<file path="src/rtl/fetch_stage_pkg.sv">
// Shared types and constants for the RV32I instruction-fetch stage.
package fetch_stage_pkg;

  localparam int unsigned XLEN   = 32;
  localparam int unsigned QDEPTH = 2;
  localparam int unsigned CNT_W  = 2;

  // addi x0,x0,0
  localparam logic [XLEN-1:0] RV32I_NOP = 32'h0000_0013;

  typedef enum logic [1:0] {
    IDLE = 2'd0,
    BUSY = 2'd1,
    DROP = 2'd2
  } fetch_state_t;

  typedef struct packed {
    logic [XLEN-1:0] instr;
    logic [XLEN-1:0] pc;
  } fetch_pkt_t;

endpackage

</file>
<file path="src/rtl/fetch_stage_queue.sv">
// Two-entry FIFO of fetched {instr, pc} packets; entry 0 is always the head.
module fetch_stage_queue
  import fetch_stage_pkg::*;
(
  input  logic             clk,
  input  logic             rst_n,
  input  logic             i_push,
  input  logic             i_pop,
  input  logic             i_flush,
  input  fetch_pkt_t       i_data,
  output fetch_pkt_t       o_head,
  output logic [CNT_W-1:0] o_count
);

  fetch_pkt_t       r_q0;
  fetch_pkt_t       r_q1;
  logic [CNT_W-1:0] r_count;

  // Storage and occupancy; flush only clears the count, stale data is never visible.
  always_ff @(posedge clk or negedge rst_n) begin
    if (!rst_n) begin
      r_q0    <= '0;
      r_q1    <= '0;
      r_count <= '0;
    end else if (i_flush) begin
      r_count <= '0;
    end else if (i_push && i_pop) begin
      r_q0 <= (r_count == CNT_W'(1)) ? i_data : r_q1;
      r_q1 <= i_data;
    end else if (i_push) begin
      if (r_count == CNT_W'(0)) begin
        r_q0 <= i_data;
      end else begin
        r_q1 <= i_data;
      end
      r_count <= r_count + CNT_W'(1);
    end else if (i_pop) begin
      r_q0    <= r_q1;
      r_count <= r_count - CNT_W'(1);
    end
  end

  assign o_head  = r_q0;
  assign o_count = r_count;

endmodule

</file>
<file path="src/rtl/fetch_stage.sv">
// IF stage: owns the PC, runs the imem read handshake, buffers two fetched words.
module fetch_stage
  import fetch_stage_pkg::*;
#(
  parameter logic [XLEN-1:0] RESET_PC  = 32'h0000_0060,
  parameter logic [XLEN-1:0] NOP_INSTR = RV32I_NOP
) (
  input  logic            clk,
  input  logic            rst_n,
  output logic            imem_read,
  output logic [XLEN-1:0] imem_addr,
  input  logic            imem_resp,
  input  logic [XLEN-1:0] imem_rdata,
  input  logic            stall_in,
  input  logic            redirect_valid,
  input  logic [XLEN-1:0] redirect_pc,
  output logic            valid_out,
  output logic [XLEN-1:0] instr_out,
  output logic [XLEN-1:0] pc_out
);

  fetch_state_t     r_state;
  fetch_state_t     w_state_next;
  logic [XLEN-1:0]  r_pc;
  logic [XLEN-1:0]  w_pc_next;
  logic [XLEN-1:0]  r_req_addr;
  logic [XLEN-1:0]  w_req_addr_next;
  logic             w_push;
  logic             w_pop;
  logic             w_valid;
  logic             w_can_issue;
  fetch_pkt_t       w_push_pkt;
  fetch_pkt_t       w_head;
  logic [CNT_W-1:0] w_count;
  logic [CNT_W-1:0] w_count_next;

  // Queue bookkeeping; a redirect flushes and blocks both push and pop.
  assign w_valid      = (w_count != CNT_W'(0));
  assign w_pop        = w_valid && !stall_in && !redirect_valid;
  assign w_push       = (r_state == BUSY) && imem_resp && !redirect_valid;
  assign w_count_next = redirect_valid ? CNT_W'(0)
                                       : w_count + CNT_W'(w_push) - CNT_W'(w_pop);
  assign w_can_issue  = (w_count_next < CNT_W'(QDEPTH));
  assign w_push_pkt   = '{instr: imem_rdata, pc: r_req_addr};

  fetch_stage_queue u_queue (
    .clk     (clk),
    .rst_n   (rst_n),
    .i_push  (w_push),
    .i_pop   (w_pop),
    .i_flush (redirect_valid),
    .i_data  (w_push_pkt),
    .o_head  (w_head),
    .o_count (w_count)
  );

  // State, PC and request-address registers.
  always_ff @(posedge clk or negedge rst_n) begin
    if (!rst_n) begin
      r_state    <= IDLE;
      r_pc       <= RESET_PC;
      r_req_addr <= '0;
    end else begin
      r_state    <= w_state_next;
      r_pc       <= w_pc_next;
      r_req_addr <= w_req_addr_next;
    end
  end

  // Next-state logic: single outstanding request; DROP swallows a response made stale by a redirect.
  always_comb begin
    w_state_next    = r_state;
    w_pc_next       = r_pc;
    w_req_addr_next = r_req_addr;
    case (r_state)
      IDLE: begin
        if (redirect_valid) begin
          w_pc_next = redirect_pc;
        end else if (w_can_issue) begin
          w_req_addr_next = r_pc;
          w_pc_next       = r_pc + XLEN'(4);
          w_state_next    = BUSY;
        end
      end
      BUSY: begin
        if (imem_resp) begin
          if (redirect_valid) begin
            w_pc_next    = redirect_pc;
            w_state_next = IDLE;
          end else if (w_can_issue) begin
            w_req_addr_next = r_pc;
            w_pc_next       = r_pc + XLEN'(4);
          end else begin
            w_state_next = IDLE;
          end
        end else if (redirect_valid) begin
          w_pc_next    = redirect_pc;
          w_state_next = DROP;
        end
      end
      DROP: begin
        if (redirect_valid) begin
          w_pc_next = redirect_pc;
        end
        if (imem_resp) begin
          w_state_next = IDLE;
        end
      end
      default: w_state_next = IDLE;
    endcase
  end

  // Outputs decode directly from registered state and queue contents.
  assign imem_read = (r_state == BUSY) || (r_state == DROP);
  assign imem_addr = r_req_addr;
  assign valid_out = w_valid;
  assign instr_out = w_valid ? w_head.instr : NOP_INSTR;
  assign pc_out    = w_valid ? w_head.pc : '0;

endmodule

</file>
<file path="config.mk">
export PLATFORM = sky130hd
export DESIGN_NAME = fetch_stage
export DESIGN_NICKNAME = d
export VERILOG_FILES = /design/src/rtl/fetch_stage_pkg.sv /design/src/rtl/fetch_stage_queue.sv /design/src/rtl/fetch_stage.sv
export SDC_FILE = /design/constraint.sdc
export NUM_CORES = 1
export LEC_CHECK = 0
export ABC_AREA = 1
export CORE_MARGIN = 2
export CORE_UTILIZATION = 44
export DETAILED_ROUTE_END_ITERATION = 10
export PLACE_DENSITY = 0.66
export SLEW_MARGIN = 20
export SYNTH_ARGS = -nofsm -noshare
export SYNTH_HDL_FRONTEND = slang
export SYNTH_HIERARCHICAL = 1
export SYNTH_SLANG_ARGS = --single-unit
</file>
<file path="constraint.sdc">
create_clock -name clk -period 3.1 [get_ports clk]
set_input_delay 0.62 -clock clk [delete_from_list [all_inputs] [get_ports clk]]
set_output_delay 0.62 -clock clk [all_outputs]
set_load 0.02 [all_outputs]
</file>
==> metrics.md <==
| Metric | Value |
|---|---|
| Final Max Tran Viols | 0 |
| Post-synth EDFFs | 0 |
| Final worst slack | 0.411 ns |
| Status | complete, no violations |
| CTS tree | yes |
| Pre-CTS setup slack | 0.0856 ns |
| Final nets | 2198 |
| Commonest register cell after synthesis | dfrtp_1 |
| PortBufs | 166 |
| ANT nets after route | 0 |
| Placed cell count | 2486 |
| Critical path class | reg2out |
| Die Span X | 173 um |
| Grt ovf | 0 |
| Synth unique cells | 43 |
| Clk_lat worst skew | 0.44 ns |
| Slew headroom | 0.457 |
| Minimum clock period | 2.69 ns |
| Reg2reg path depth | 12 |
| Vias in the first global route | 11600 |
| TNS Setup | 0 ns |
| Area after DPL | 14700 um2 |
| Area share of the largest cell type after synthesis | 0.384 |
| Root Driver | clkbuf_16 |
| Overall Power | 12.8 mW |
| Cell area after synthesis | 12600 um2 |
| Post-synthesis compound-gate area fraction | 0.103 |
| Worst EP required | 2.48 ns |
| Simple-gate portion of the synthesized area | 0.385 |
| Total routed wirelength | 36.5 mm |
| CTS buffer count | 17 |
| Largest net degree at the start of global routing | 68 |
| Xor/xnor share of the synthesized area | 0.00139 |
| Period utilization | 0.867 |
| Design Area, Final | 15300 um2 |
| WL per Instance | 14.5 um |
| Diode count | 0 |
| Finished Core Util | 0.538 |
| Async SR Flop Fraction | 1.00 |
| Std cell rows | 62 |
| Total Routing Usage GR | 0.245 |
| Layout Cells excl Fill | 2518 |
| Vias per cell | 4.96 |
| Largest family of logic cells by synthesized area | simple AND/OR/NAND/NOR gates |
| Hold WC Path Type | in2async |
| Die area | 30100 um2 |
| Placer Congestion | 0.933 |
| First-pass GRT wire length | 60.1 mm |
| Post-CTS Setup Inserts | 0 |
| Yosys warns | 6 |
| Worst R2R Start | u_queue/o_count[0] |
| Pwr per Cell Area | 836 nW/um2 |
| Area delta synth->final | 21.4% |
| Worst EP arrival | 2.07 ns |
| Grt met3 use | 0.0327 |
| Worst-Margin Slew | 0.815 ns |
| Seq/Total Area, Yosys | 0.389 |
| GR Util met1 | 0.337 |
| Worst-path clk slew | 0.08 ns |
| Leakage power total | 7.81 nW |
| Fraction of layout cells with a size suffix above 1 | 0.0604 |
| Antenna violations before repair | 0 |
| Max H-tree Level | 4 |
| FF+latch count, synth | 196 |
| Synth Instances | 2005 |
| Syn avg cell area | 6.30 um2 |
| Hold bufs inserted after CTS | 0 |
| Crit end category | output pin |
| Final Hold Viols | 0 |
| Via Count | 12500 |
| Post-cts sizing count | 0 |
| Reg2reg setup slack | 0.50 ns |
| # DRC | 0 |
| Sink Count | 196 |
| Top Ports | 167 |
| TritonRoute pass-1 iters | 6 |
| Fmax | 0.372 GHz |
| Post-synth top cells | nand2_1 (959), inv_1 (228), dfrtp_1 (194) |
| Max IR drop VDD | 336 uV |
| Max Cap Viol | 0 |
| RR Endpoint | r_pc[9] |
| Largest cells by area after synthesis | dfrtp_1 (38%), nand2_1 (29%), inv_1 (6.8%), nor2_1 (4.9%), o21ai_0 (4.0%) |
| Met2 Usage GRT | 0.411 |
| Maximum root-to-sink buffer count | 2 |
| Mux cell area share after synthesis | 0 |
| Die Span Y | 173 um |
| Hold slack | 0.176 ns |
| Worst setup SP type | register |
| Top-count cell post-synth | nand2_1 |
| GRT busiest layer | met2 |
| Initial Util | 0.444 |
| Net Count, Synth | 2082 |
| Adder-Cell Fraction of Synth Area | 0.00793 |
| Worst-path maximum fanout | 51 |
| DP HPWL | 24.2 mm |
| Unrepaired setup endpoints after global routing | no |
| Core Box Area | 28500 um2 |
| Synth area leader | dfrtp_1 |
| # setup viols final | 0 |
| CP Launch Point | u_queue/o_count[1] |
| Initial drt markers | 942 |
| Clock Skew | 0.0149 ns |
==> critical path, cell delays in order, from the launching register on <==
cell	delay, ns
dfrtp_1	0.44
nor2_4	0.16
buf_12	0.24
or2_2	0.18
clkdlybuf4s50_1	0.59
==> sequential cells by signal, summed over array words and instances, names as in the netlist <==
register and count:
u_queue/o_count 2, u_queue/o_head 64, imem_addr 32, u_queue/r_q1 64
r_state 2, r_pc 32
==> layout make-up <==
cell class                 instances  area (um2)
clock buffer                      18         439
sequential                       196        4910
multi-input combinational       1469        6310
inverter                         234         878
timing repair buffer             203        2140
tap                              384         480
clock inverter                    14         168
fill                            2865       13100
==> cells in the final DEF (no fill, tap or decap), types with 5 or more instances in the layout <==
cell type / instances
a21oi_1: 66
buf_12: 16
nand4_1: 14
clkdlybuf4s50_1: 165
nor2_2: 5
o21ai_1: 9
buf_4: 21
o21ai_0: 100
nand2_1: 958
nand3_1: 71
ha_1: 7
inv_1: 227
o22ai_1: 6
clkbuf_16: 17
nor2_1: 163
dfrtp_1: 194
inv_2: 5
o21ai_2: 27
==> where the power goes <==
group | switching, mW | internal (mW)
Clock | 1.10 | 1.24
Sequential | 1.01 | 3.55
Combinational | 3.62 | 2.29
Total | 5.73 | 7.08
==> kinds of logic (layout without fill, tap and decap cells) <==
family	after synthesis	count (layout)
fa+ha+maj	8	8
buf+inv	340	469
simple gates	1233	1233
compound gates	226	226
xor+xnor	2	2
flops	196	196
==> how the worst max path moves through the flow <==
stage                     slack (ns)  cells after the start            to
final                           0.41                      4  instr_out[1]
after CTS                       0.37                      4  instr_out[1]
after global placement          0.12                     13      r_pc[17]
after detailed placement        0.09                     11       r_pc[9]
after floorplan                 0.24                     14      r_pc[31]
after global routing            0.26                     13      r_pc[31]
==> per-layer routing <==
| layer | routed length (um) | up-vias | share of wire |
|---|---|---|---|
| met5 | 0 | - | 0 |
| met2 | 17200 | 404 | 0.47 |
| li1 | - | 6326 | - |
| met4 | 558 | 0 | 0.015 |
| met3 | 2030 | 39 | 0.056 |
| met1 | 16800 | 5732 | 0.46 |
Power figures use the tool's default switching activity.
